<file path="src/rtl/bcd_pkg.sv">
// Shared types and constants for the packed-BCD to binary converter.
package bcd_pkg;

  typedef enum logic [1:0] {
    IDLE = 2'd0,
    CONV = 2'd1,
    DONE = 2'd2
  } state_t;

  localparam int BCD_DIGIT_W   = 4;
  localparam int BCD_DIGIT_MAX = 9;

  // Smallest result width that holds 10**digits - 1.
  function automatic int bin_w_for_digits(input int digits);
    longint lim;
    int     w;
    lim = 1;
    w   = 0;
    for (int i = 0; i < digits; i++) lim = lim * 10;
    while ((longint'(1) << w) < lim) w++;
    return w;
  endfunction

endpackage

</file>
<file path="src/rtl/bcd_digit_mac.sv">
// One Horner step of the BCD conversion: result = acc*10 + digit.
// acc*10 is built as (acc<<3)+(acc<<1) so no multiplier is inferred;
// the sum wraps modulo 2**BIN_W.
module bcd_digit_mac
  import bcd_pkg::*;
#(
  parameter int BIN_W = 10
) (
  input  logic [BIN_W-1:0]       acc,
  input  logic [BCD_DIGIT_W-1:0] digit,
  output logic [BIN_W-1:0]       result
);

  assign result = (acc << 3) + (acc << 1) + BIN_W'(digit);

endmodule

</file>
<file path="src/rtl/bcd_to_binary_decoder.sv">
// Sequential packed-BCD to unsigned binary converter, one digit per clock,
// most significant digit first. Valid/ready on both sides, one word in flight.
// Optional feature macro: BCD_DIGIT_CHECK_EN (flags digits > 9 via sticky err
// and forces the result to 0 for that word).
module bcd_to_binary_decoder
  import bcd_pkg::*;
#(
  parameter int DIGITS = 3,
  parameter int BIN_W  = 10
) (
  input  logic                      clk,
  input  logic                      reset,
  input  logic                      in_valid,
  output logic                      in_ready,
  input  logic [BCD_DIGIT_W*DIGITS-1:0] bcd_in,
  output logic                      out_valid,
  input  logic                      out_ready,
  output logic [BIN_W-1:0]          binary_out,
  output logic                      err
);

  localparam int IN_W  = BCD_DIGIT_W * DIGITS;
  localparam int CNT_W = (DIGITS > 1) ? $clog2(DIGITS) : 1;

  if (DIGITS < 1) begin : g_bad_digits
    $error("DIGITS must be at least 1");
  end
  if (BIN_W < bin_w_for_digits(DIGITS)) begin : g_bad_bin_w
    $error("BIN_W too narrow for 10**DIGITS - 1");
  end

  state_t                 state, state_nxt;
  logic [IN_W-1:0]        shreg;
  logic [BIN_W-1:0]       acc, mac_out, result;
  logic [CNT_W-1:0]       cnt;
  logic [BCD_DIGIT_W-1:0] digit;
  logic                   last;

  assign digit    = shreg[IN_W-1 -: BCD_DIGIT_W];
  assign last     = (cnt == CNT_W'(DIGITS - 1));
  assign in_ready = (state == IDLE);

  bcd_digit_mac #(.BIN_W(BIN_W)) u_mac (
    .acc    (acc),
    .digit  (digit),
    .result (mac_out)
  );

`ifdef BCD_DIGIT_CHECK_EN
  logic err_q, err_nxt;

  // Sticky invalid-digit flag includes the digit being consumed this cycle.
  assign err_nxt = err_q | (digit > BCD_DIGIT_W'(BCD_DIGIT_MAX));
  assign err     = err_q;
  assign result  = err_nxt ? '0 : mac_out;

  // Error flag: cleared on accept, accumulated across CONV, held in DONE.
  always_ff @(posedge clk) begin
    if (reset)                          err_q <= 1'b0;
    else if (state == IDLE && in_valid) err_q <= 1'b0;
    else if (state == CONV)             err_q <= err_nxt;
  end
`else
  assign err    = 1'b0;
  assign result = mac_out;
`endif

  // State register.
  always_ff @(posedge clk) begin
    if (reset) state <= IDLE;
    else       state <= state_nxt;
  end

  // Next-state: accept in IDLE, DIGITS steps in CONV, wait for consumer in DONE.
  always_comb begin
    state_nxt = state;
    case (state)
      IDLE:    if (in_valid)  state_nxt = CONV;
      CONV:    if (last)      state_nxt = DONE;
      DONE:    if (out_ready) state_nxt = IDLE;
      default:                state_nxt = IDLE;
    endcase
  end

  // Datapath: latch word, shift out digits MSD first, register the result.
  always_ff @(posedge clk) begin
    if (reset) begin
      shreg      <= '0;
      acc        <= '0;
      cnt        <= '0;
      out_valid  <= 1'b0;
      binary_out <= '0;
    end else begin
      case (state)
        IDLE: if (in_valid) begin
          shreg <= bcd_in;
          acc   <= '0;
          cnt   <= '0;
        end
        CONV: begin
          acc   <= mac_out;
          shreg <= shreg << BCD_DIGIT_W;
          cnt   <= cnt + 1'b1;
          if (last) begin
            out_valid  <= 1'b1;
            binary_out <= result;
          end
        end
        DONE: if (out_ready) out_valid <= 1'b0;
        default: ;
      endcase
    end
  end

endmodule

</file>
<file path="config.mk">
export PLATFORM = sky130hd
export DESIGN_NAME = bcd_to_binary_decoder
export DESIGN_NICKNAME = d
export VERILOG_FILES = /design/src/rtl/bcd_pkg.sv /design/src/rtl/bcd_digit_mac.sv /design/src/rtl/bcd_to_binary_decoder.sv
export SDC_FILE = /design/constraint.sdc
export NUM_CORES = 1
export LEC_CHECK = 0
export ABC_AREA = 1
export CAP_MARGIN = 20
export CORE_AREA = 2 2 61 86
export DETAILED_ROUTE_END_ITERATION = 7
export DIE_AREA = 0 0 63 88
export PLACE_DENSITY_LB_ADDON = 0.08
export SYNTH_ARGS = -nofsm -noshare
export SYNTH_HDL_FRONTEND = slang
export SYNTH_SLANG_ARGS = --single-unit
export TNS_END_PERCENT = 50
</file>
<file path="constraint.sdc">
create_clock -name clk -period 2 [get_ports clk]
set_input_delay 0.4 -clock clk [delete_from_list [all_inputs] [get_ports clk]]
set_output_delay 0.4 -clock clk [all_outputs]
set_load 0.02 [all_outputs]
</file>
After elaboration in Yosys (flattened, before gate mapping) --
Cells that the tools add are included.
Cells by class: equal/unequal tests 6, add/sub/neg operators 3, mux-type cells 13, reductions and logical operators 7
Operators by type and width (count):
- $pmux W12 S2 | 1
- $pmux W9 S2 | 1
- $mux W12 | 1
- $add A10 B10 Y10 | 1
- $add A10 B4 Y10 | 1
- $mux W9 | 1
- $mux W2 | 4
- $ne A2 B2 Y1 const B | 3
- $pmux W2 S3 | 1
- $reduce_and A3 Y1 | 2
- $eq A2 B2 Y1 const B | 2
- $pmux W2 S2 | 1
- $reduce_and A2 Y1 | 2
- $reduce_bool A2 Y1 | 2
- $add A2 B1 Y2 const B | 1
- $eq A2 B1 Y1 const B | 1
- $logic_not A2 Y1 | 1
- $mux W1 | 2
- $pmux W1 S2 | 1
Word-level totals: output and inout bits 13, bits of input ports 16, register bits after elaboration 36

Depth between registers and ports, before layout --
Gate-level depths: netlist of run 1.
word-level depth 3, mapped depth 13

Hierarchy --
From an unflattened synthesis of run 1, not the netlist that was laid out.
Second synthesis, totals: cells, all modules 321, area total of the unflattened synthesis 2107.0 um2
Modules (own cells, without submodules):
- bcd_to_binary_decoder | cells an instance 244, seq. area each 740.7 um2, area each 1621.6 um2, times used 1
- bcd_digit_mac | cells an instance 77, seq. area each 0.0 um2, area each 485.5 um2, times used 1

Worst setup path after synthesis of run 1 --
OpenSTA, ideal clock, no wires.
path type register to register, start point register shreg[11], end point register binary_out[6], slack 24 ps, path buffers 0, library setup time 113 ps, cell stages (with the launch flop) 10, arrival 1863 ps, cells stage by stage dfxtp_1 > inv_1 > fa_1 > inv_1 > fa_1 > nand3_1 > nand3_1 > xor2_1 > o21ai_1 > inv_1
Between the ends: cells in the longest elaborated chain, start to end 1
Ends and longest elaborated chain:
- from (decl) | line bcd_to_binary_decoder.sv:33 | logic [IN_W-1:0] shreg;
- from (signal assigned) | line bcd_to_binary_decoder.sv:96 | shreg <= bcd_in;
- from (signal assigned) | line bcd_to_binary_decoder.sv:102 | shreg <= shreg << BCD_DIGIT_W;
- $add A10 B4 Y10 | line bcd_digit_mac.sv:14 | assign result = (acc << 3) + (acc << 1) + BIN_W'(digit);
- to (signal assigned) | line bcd_to_binary_decoder.sv:106 | binary_out <= result;
- to (decl) | line bcd_to_binary_decoder.sv:18 | output logic [BIN_W-1:0] binary_out,
No other way between the ends. A chain may end at the register's enable or synchronous reset.

Worst setup path after layout of run 1 --
start point register acc[0], end point register binary_out[7]
Between the ends: cells in the longest elaborated chain, start to end 2
Ends and longest elaborated chain:
- from (decl) | line bcd_to_binary_decoder.sv:34 | logic [BIN_W-1:0] acc, mac_out, result;
- from (signal assigned) | line bcd_to_binary_decoder.sv:101 | acc <= mac_out;
- $add A10 B10 Y10 | line bcd_digit_mac.sv:14
- $add A10 B4 Y10 | line bcd_digit_mac.sv:14
No other way between the ends.

==> results of run 1 <==
## worst max-delay path, delay by kind of cell, from the launching register on
| family | cells | cell delay [ns] |
|---|---|---|
| adders and majority gates | 2 | 0.80 |
| buffers and inverters | 4 | 0.23 |
| DFF | 1 | 0.33 |
| and+or+nand+nor | 8 | 0.48 |
## cell families (layout without fill, tap and decap cells)
logic type | after synthesis | after routing | share of synthesized area [%]
adders and majority gates | 17 | 17 | 11.9
DFF | 36 | 36 | 37.6
other | 1 | 1 | 0.196
xor gates and xnor gates | 2 | 2 | 0.915
and+or+nand+nor | 103 | 103 | 23.7
AOI/OAI and AO/OA | 50 | 50 | 15.6
buffers and inverters | 46 | 82 | 10.1
## metal layers
layer	wire, µm	GRT usage (%)	share of wire [%]
met5	0	0	0
met4	82	7.47	1.9
met3	144	3.73	3.4
met2	2190	32.2	52
met1	1830	19.7	43
## synth_stat cells
cell type and count:
o31ai_1 1, nand2_1 67, inv_1 32, nand3b_1 1, dfxtp_1 36, o21ai_2 1, buf_1 1, nand3_1 18
a21oi_1 27, clkbuf_1 3, conb_1 1, inv_2 3, buf_2 3, nor2_1 12, ha_1 15, inv_4 2
fa_1 2, or2_0 1, buf_4 1, a21o_1 1, a211oi_1 9, o21ai_1 1, a21oi_2 2, nor2_8 2
nand4_1 2, o22ai_1 8, xor2_1 2, buf_6 1
## stage by stage
| step | hold WS [ns] | cell area [µm²] | worst slack, ns | instances |
|---|---|---|---|---|
| 6_report | 0.461 | 2450 | 0.0548 | 355 |
| 5_1_grt | 0.485 | 2450 | -0.112 | 355 |
| 3_5_place_dp | 0.451 | 2300 | -0.104 | 347 |
| 2_1_floorplan | 0.440 | 1910 | 0.0240 | 255 |
| 4_1_cts | 0.463 | 2410 | 0.00984 | 354 |
| 3_3_place_gp | 0.450 | 2300 | -0.0284 | 347 |
## area by class of cell
cell class	instances	area [µm²]
multi-input combinational	173	1060
tap	64	80.1
timing repair buffer	38	369
sequential	36	723
clock inverter	2	12.5
clock buffer	5	68.8
inverter	37	144
fill	479	2310
## registers in the layout, summed over array words and instances, names as in the netlist
name        cells
acc             9
state           2
out_valid       1
binary_out     10
shreg          12
cnt             2
## what timing repair did
action	in CTS	in global routing
gates resized for setup	5	13
setup endpoints to repair	7	8
setup buffers	0	1
pin swaps	1	8
## worst max-delay path by stage
stage | startpoint | to | depth (start not counted) | slack, ns
6_report | acc[0] | binary_out[7] | 14 | 0.05
5_1_grt | acc[0] | binary_out[7] | 14 | -0.11
4_1_cts | shreg[11] | binary_out[9] | 12 | 0.01
3_5_place_dp | shreg[11] | acc[6] | 9 | -0.10
3_3_place_gp | shreg[11] | acc[6] | 9 | -0.03
2_1_floorplan | shreg[11] | binary_out[6] | 9 | 0.02
## power by group through the flow
stage               Clock (mW)  Combinational (mW)  Sequential [mW]
finish                   0.491               0.273            0.772
global route             0.547               0.308            0.775
CTS                      0.515               0.264            0.771
detailed placement           0               0.258            0.788
global placement             0               0.255            0.787
floorplan                    0               0.159            0.785
==> flow_summary.ini, run 1 <==
[power_and_ir_drop]
power_density_nw_per_um2 = 626
switching_share_pct = 27.5
p_switching_mw = 0.423
power_frac_clock_pct = 32.0
ir_drop_v = 0.000374
intPower_mw = 1.11
comb_power_share_pct = 17.8
pwr-share-seq_pct = 50.3
leakagePower_nw = 1.08
p_total_mw = 1.54

[worst_setup_path]
critical_path.max_fanout = 2
critPathMaxStageDelay_ns = 0.54
timing.critical_path.from_type = flop
rrSetupSlack_ns = 0.05
timing.rr.end = binary_out[7]
cp.required_ns = 2.19
criticalPathCategory = flop to flop
crit_slowest_cell = fa_1
rr_worst_depth = 14
crit_path_end_kind = flop
path_cells = inv_2, fa_1, inv_2, buf_6, ha_4, nand2_2, nand2_2, nand3_2, nand2_1, nand2_2, nand2_1, nand2_1, nand2_1, inv_1
cpMostUsedCell = nand2_1
reg2reg_from = acc[0]
critical_path_arrival_ns = 2.13

[detailed_routing]
vias_per_cell = 4.72
dr_total_vias = 1677
dr.pass1.iters = 4
drt-wirelength-per-cell_um = 12.0
postRouteAntennaNets = 0
drtIter0Drc = 41
wl_um = 4250
drc = 0

[sta]
period_needed_ns = 1.95
drv_slew = 0
clock_skew_ns = 0.00204
fin_crit_sh_pct = 97.3
rsz0062_at_grt = true
hold_viol_final = 0
setup-violations-final = 0
max_freq_mhz = 514
tns_ns = 0

[logic_synthesis]
synth_cells = 255
synth.avg_cell_area_um2 = 7.51
synthesis.nets = 288
synth.area.top_cells = dfxtp_1 (38%), nand2_1 (13%), ha_1 (9.8%)
synth.ff_latch_count = 36
synth_area_leader_cell = dfxtp_1
synth.distinct_cells = 28
synth_area_um2 = 1910
synth_top_area_share_pct = 37.6
ys_warn_count = 0
yosysSeqAreaShare_pct = 37.6

[grt]
grt_usage_pct = 17.6
grt_max_degree = 21
grt_pass1_vias = 1683
grt_pass1_wl_um = 7590
antenna_found_initial = 0
gr-total-overflow = 0

[clock_network]
cts-root-buf = clkbuf_8
hold_buffers = 0
cts-htree-levels = 2
clock_sinks = 36
cts_tree = built
clockBufferDepth = 2
clkLatencyLatePin_ns = 0.28
numCtsBuffers = 5
cts.clk_slew.worst_paths_ns = 0.07

[placement]
io_buffer_count = 27
dp.final_hpwl_um = 3150
gp_congestion = 0.841

[die]
die_x_um = 63
top_level_ports = 29
dieArea_um2 = 5540
start_util_pct = 40.2
die_h_um = 88
coreArea_um2 = 4770
rows = 30

[layout]
nets = 324
mostFrequentLayoutCell = nand2_1
postLayoutCoreUtil_pct = 51.5
layout_common_cells = nand2_1 (63), dfxtp_1 (34), inv_1 (30)
layout-drive-gt1-share_pct = 15.5
syn_to_final_growth_pct = 28.2
antennaDiodeCount = 0

[status]
outcome = completed

[min_path]
hold_path_end = binary_out[1]
whs_path_depth = 2
hp-class = flop to flop
min_from = binary_out[1]

[job]
max-cap-violations = 0
No activity file was read; power rests on OpenSTA's default activity.
==> run 2, diff against run 1 <==
Settings changed: CTS_CLUSTER_SIZE set to 28.
==> results of run 2 <==
Same layout as run 1: the final DEF is identical, and so are final timing and power.
